[config.mk]
export PLATFORM = sky130hd
export DESIGN_NAME = rll27_encoder
export DESIGN_NICKNAME = d
export VERILOG_FILES = /design/src/rtl/rll27_encoder.sv
export SDC_FILE = /design/constraint.sdc
export NUM_CORES = 1
export LEC_CHECK = 0
export BUFFER_PORTS_ARGS = -buffer_cell sky130_fd_sc_hd__buf_4
export CORE_AREA = 10 10 61 63
export CTS_BUF_LIST = sky130_fd_sc_hd__clkbuf_2
export DETAILED_ROUTE_END_ITERATION = 10
export DIE_AREA = 0 0 71 73
export PLACE_DENSITY = 0.84
export SLEW_MARGIN = 20
export SYNTH_ARGS = -nofsm -noshare
export SYNTH_HDL_FRONTEND = slang
export SYNTH_SLANG_ARGS = --single-unit
[constraint.sdc]
create_clock -name clk -period 1.7 [get_ports clk]
set_input_delay 0.34 -clock clk [delete_from_list [all_inputs] [get_ports clk]]
set_output_delay 0.34 -clock clk [all_outputs]
set_load 0.02 [all_outputs]
[src/rtl/rll27_encoder.sv]
// Bit-serial RLL(2,7) encoder: parses data bits into variable-length words and
// shifts out two channel bits per data bit as raw code and NRZI line level.
module rll27_encoder #(
   parameter logic NRZI_INIT = 1'b0
) (
   input  logic clk,
   input  logic rst_n,
   input  logic din,
   input  logic din_valid,
   output logic din_ready,
   input  logic flush,
   output logic code_out,
   output logic code_valid,
   output logic nrzi_out,
   output logic busy
);

   // Only the most recent prefix bit is kept: the parse tree fixes every
   // earlier bit once the length is known (len2 starts with 0, len3 is 001).
   logic       prefix_last;
   logic [1:0] prefix_len;
   logic       pend_valid;
   logic [7:0] pend_code;
   logic [3:0] pend_len;
   logic       padding;
   logic [7:0] sh_reg;
   logic [3:0] sh_cnt;
   logic       valid_q;
   logic       nrzi_q;

   logic       take_din;
   logic       bit_valid;
   logic       bit_val;
   logic       word_done;
   logic [7:0] word_code;
   logic [3:0] word_len;
   logic       sh_free;
   logic       nxt_prefix_last;
   logic [1:0] nxt_prefix_len;
   logic       nxt_padding;
   logic       nxt_pend_valid;
   logic [7:0] nxt_pend_code;
   logic [3:0] nxt_pend_len;
   logic [7:0] nxt_sh_reg;
   logic [3:0] nxt_sh_cnt;

   assign din_ready  = ~pend_valid & ~padding;
   assign code_out   = sh_reg[7];
   assign code_valid = valid_q;
   assign nrzi_out   = nrzi_q;
   assign busy       = (prefix_len != 2'd0) | pend_valid | padding | (sh_cnt != 4'd0);

   // Parser: a bit enters either from the handshake or as a pad zero; pads
   // wait while a pending word is held so a completed word always has a home.
   always_comb begin
      take_din        = din_valid & din_ready;
      bit_valid       = take_din | (padding & ~pend_valid);
      bit_val         = take_din & din;
      word_done       = 1'b0;
      word_code       = 8'd0;
      word_len        = 4'd0;
      nxt_prefix_last = prefix_last;
      nxt_prefix_len  = prefix_len;
      if (bit_valid) begin
         nxt_prefix_last = bit_val;
         nxt_prefix_len  = prefix_len + 2'd1;
         case (prefix_len)
            2'd1: begin
               if (prefix_last) begin
                  word_done = 1'b1;
                  word_code = bit_val ? 8'b1000_0000 : 8'b0100_0000;
                  word_len  = 4'd4;
               end
            end
            2'd2: begin
               if (prefix_last) begin
                  word_done = 1'b1;
                  word_code = bit_val ? 8'b0010_0000 : 8'b1001_0000;
                  word_len  = 4'd6;
               end else if (!bit_val) begin
                  word_done = 1'b1;
                  word_code = 8'b0001_0000;
                  word_len  = 4'd6;
               end
            end
            2'd3: begin
               word_done = 1'b1;
               word_code = bit_val ? 8'b0000_1000 : 8'b0010_0100;
               word_len  = 4'd8;
            end
            default: ;
         endcase
         if (word_done) begin
            nxt_prefix_len  = 2'd0;
            nxt_prefix_last = 1'b0;
         end
      end
      // Flush looks at the prefix after this cycle's bit has been appended.
      nxt_padding = (padding & ~word_done) | (flush & (nxt_prefix_len != 2'd0));
   end

   // Output path: the shifter reloads on its last bit so back-to-back words
   // leave no gap; a word finishing while the shifter is busy parks in pending.
   always_comb begin
      sh_free        = (sh_cnt <= 4'd1);
      nxt_pend_valid = pend_valid;
      nxt_pend_code  = pend_code;
      nxt_pend_len   = pend_len;
      nxt_sh_reg     = 8'd0;
      nxt_sh_cnt     = 4'd0;
      if (!sh_free) begin
         nxt_sh_reg = {sh_reg[6:0], 1'b0};
         nxt_sh_cnt = sh_cnt - 4'd1;
      end else if (pend_valid) begin
         nxt_sh_reg     = pend_code;
         nxt_sh_cnt     = pend_len;
         nxt_pend_valid = 1'b0;
      end else if (word_done) begin
         nxt_sh_reg = word_code;
         nxt_sh_cnt = word_len;
      end
      if (word_done && !sh_free) begin
         nxt_pend_valid = 1'b1;
         nxt_pend_code  = word_code;
         nxt_pend_len   = word_len;
      end
   end

   // NRZI level is advanced with the bit being loaded so the transition lines
   // up with the channel 1 that becomes visible on code_out.
   always_ff @(posedge clk or negedge rst_n) begin
      if (!rst_n) begin
         prefix_last <= 1'b0;
         prefix_len  <= 2'd0;
         pend_valid  <= 1'b0;
         pend_code   <= 8'd0;
         pend_len    <= 4'd0;
         padding     <= 1'b0;
         sh_reg      <= 8'd0;
         sh_cnt      <= 4'd0;
         valid_q     <= 1'b0;
         nrzi_q      <= NRZI_INIT;
      end else begin
         prefix_last <= nxt_prefix_last;
         prefix_len  <= nxt_prefix_len;
         pend_valid  <= nxt_pend_valid;
         pend_code   <= nxt_pend_code;
         pend_len    <= nxt_pend_len;
         padding     <= nxt_padding;
         sh_reg      <= nxt_sh_reg;
         sh_cnt      <= nxt_sh_cnt;
         valid_q     <= (nxt_sh_cnt != 4'd0);
         nrzi_q      <= nrzi_q ^ ((nxt_sh_cnt != 4'd0) & nxt_sh_reg[7]);
      end
   end

endmodule

==> summary.md <==
| Metric | Value |
|---|---|
| Cell chosen for the clock root | clkbuf_2 |
| Layout Nets | 194 |
| CTS Buf Count | 3 |
| CTS H-tree lvls | 1 |
| Hold wc startpoint | flush |
| Final Hold Fails | 0 |
| CTS tree | yes |
| Post-synth EDFFs | 0 |
| Initial Utilization | 0.509 |
| DP HPWL | 2380 um |
| GRT Util Overall | 0.133 |
| Fin crit share | 1.08 |
| Critical path data arrival time | 2.12 ns |
| Pwr dens | 1940 mW/mm^2 |
| Die X | 71 um |
| Number of setup violations in the final report | 11 |
| Row count | 19 |
| Crit path max fanout | 7 |
| Slew @ Worst Pin | 0.351 ns |
| Yosys cell types | 33 |
| Number of vias per cell | 5.78 |
| Skew final | 0.0130 ns |
| Largest net degree at the start of global routing | 27 |
| Worst R2R End | nrzi_out$_DFF_PN0_ |
| Setup TNS Final | -0.742 ns |
| Share of layout cells above drive strength 1 | 0.481 |
| Largest area contributor in the netlist | dfrtp_1 |
| Leak Pwr | 0.871 nW |
| Die Y-Extent | 73 um |
| Core footprint | 0.00262 mm^2 |
| Vias in the first global route | 1,299 |
| Average cell area after synthesis | 9.57 um^2 |
| Met1 GRT Util | 0.133 |
| DR iter-0 viols | 54 |
| Crit path max-delay cell type | dfrtp_1 |
| Pins Over Slew Limit | 0 |
| Fmax | 545 MHz |
| Vias | 1,225 |
| Synth warn | 0 |
| Cell Area, Synth | 0.00133 mm^2 |
| Max Cap Viol | 0 |
| Fill count | 183 |
| #FFs+latches synth | 26 |
| Most frequent cells in the layout | buf_4 (37), dfrtp_1 (26), nand2_1 (19) |
| Reg2Reg Launch Point | sh_cnt[0]$_DFF_PN0_ |
| Post-Route WL | 3630 um |
| Final global-route overflow total | 0 |
| Slowest stage delay, CP | 0.49 ns |
| Post-synthesis sequential area ratio | 0.489 |
| Die ar. | 0.00518 mm^2 |
| Top Ports | 10 |
| First-pass GRT wire length | 5620 um |
| Met2 Use GR | 0.248 |
| Commonest non-fill, non-tap cell in the layout | buf_4 |
| # clock sinks | 26 |
| Worst setup SP type | flip-flop |
| Final min period | 1.84 ns |
| Violated checks | setup timing |
| Worst hold path endpoint | padding$_DFF_PN0_ |
| Dpl ws | -0.231 ns |
| Area Overhead vs Synth | 47.2% |
| Asr flop ratio synth | 1.00 |
| Run status | complete, but fails checks |
| PnR worst setup slack | -0.136 ns |
| RSZ-0062 raised after global routing | yes |
| PortBufs | 9 |
| GRT Max-Usage Layer | met2 |
| GPL Wtd Cong | 0.842 |
| Total Power | 3.81 mW |
| GRT met3 Usage | 0.0259 |
| Design Area, Final | 0.00196 mm^2 |
| Slew headroom | 0.765 |
| Worst VDD drop | 1.53 mV |
| Post-Place Cell Area | 0.00160 mm^2 |
| R2R depth | 8 |
| Synth Flop Type | dfrtp_1 |
| Crit-path cells | inv_2 > ha_4 > o21ai_4 > buf_6 > a21oi_2 > a22oi_2 > o31ai_2 > xnor2_1 |
| DR pass1 iterations | 4 |
| R2R setup slack | -0.14 ns |
| Post-Syn Nets | 151 |
| Inserted Diodes | 0 |
| Worst Path Required | 1.99 ns |
| HP Class | in -> reg |
| Top cells by area, synth | dfrtp_1 (49%), ha_1 (6.6%), nand2_1 (6.5%), o21ai_0 (6.0%), a21oi_1 (2.6%) |
| Critical path class | reg -> reg |
| Top cell type's share of synthesized area | 0.489 |
| Max Root-Sink Buffers | 2 |
| Worst-Skew Late Latency | 0.37 ns |
| ANT nets after route | 0 |
| Initial antenna violation count | 0 |
| Setup crit end kind | flip-flop |
| Synthesized instance count | 139 |
| Worst-path clk slew | 0.26 ns |
| Wire per inst | 17.1 um |
| Drc violations | 0 |
| Hold path depth | 3 |
-- routing by layer --
metal | vias up | share of wire
met4 | 0 | 0.040
met1 | 602 | 0.38
li1 | 576 | -
met3 | 15 | 0.041
met5 | - | 0
met2 | 32 | 0.54
-- final cells by class --
class / count / area, um^2 / share of cell area
clock buffers: 3 / 15.0 / 0.00767
inverters: 6 / 22.5 / 0.0115
clock inverters: 1 / 30.0 / 0.0153
multi-input cells: 100 / 835 / 0.426
repair buffers: 45 / 367 / 0.187
well taps: 31 / 38.8 / 0.0198
flip-flops and latches: 26 / 651 / 0.332
-- worst max-delay path by stage --
stage / endpoint / startpoint / cells past startpoint
floorplan: code_valid$_DFF_PN0_ / sh_cnt[0]$_DFF_PN0_ / 7
global placement: code_valid$_DFF_PN0_ / sh_cnt[0]$_DFF_PN0_ / 6
detailed placement: code_valid$_DFF_PN0_ / sh_cnt[0]$_DFF_PN0_ / 6
CTS: code_valid$_DFF_PN0_ / sh_cnt[1]$_DFF_PN0_ / 7
global route: nrzi_out$_DFF_PN0_ / sh_cnt[0]$_DFF_PN0_ / 8
finish: nrzi_out$_DFF_PN0_ / sh_cnt[0]$_DFF_PN0_ / 8
-- critical path: cells and delay by family (launching register included) --
kind                     cells  cell delay, ns
XOR/XNOR                     1            0.13
flip-flops                   1            0.49
AO/OA/AOI/OAI                4            0.67
adder cells (fa/ha/maj)      1            0.20
buffers and inverters        2            0.25
-- stage by stage --
stage               hold WS [ns]  instances  utilization
floorplan                 0.0444        139            -
global placement           0.259        198        0.613
detailed placement         0.265        198        0.613
CTS                        0.168        205        0.670
global route               0.134        212        0.749
finish                     0.152        212        0.749
-- synthesized netlist by cell type (all sizes together) (2+ instances only) --
cell / n
buf: 4
a21oi: 7
inv: 6
a21boi: 3
a22oi: 2
nor2: 8
o21ai: 19
clkbuf: 3
nor3: 4
ha: 7
dfrtp: 26
mux2: 3
nand2b: 2
nand3: 6
nand2: 23
-- power breakdown --
part / switching [mW] / internal, mW / total [mW]
sequential: 0.164 / 0.828 / 0.991
combinational: 1.28 / 1.14 / 2.42
clock: 0.196 / 0.202 / 0.398
total: 1.64 / 2.17 / 3.81
-- logic make-up after synthesis --
logic type,Yosys count,synth area share
simple gates,48,0.162
compound gates,40,0.200
fa+ha+maj,7,0.0658
buf+inv,13,0.0405
xor+xnor,1,0.00659
flops,26,0.489
mux,4,0.0357
-- repair_timing --
action	in CTS	in global routing
hold buffers	1	0
gates resized for setup	18	41
cloned	0	1
pin swaps	4	14
endpoints found under the setup margin	14	16
hold endpoints to repair	26	0
buffers inserted	2	6
Note: power is estimated with default switching activity, not from simulation.
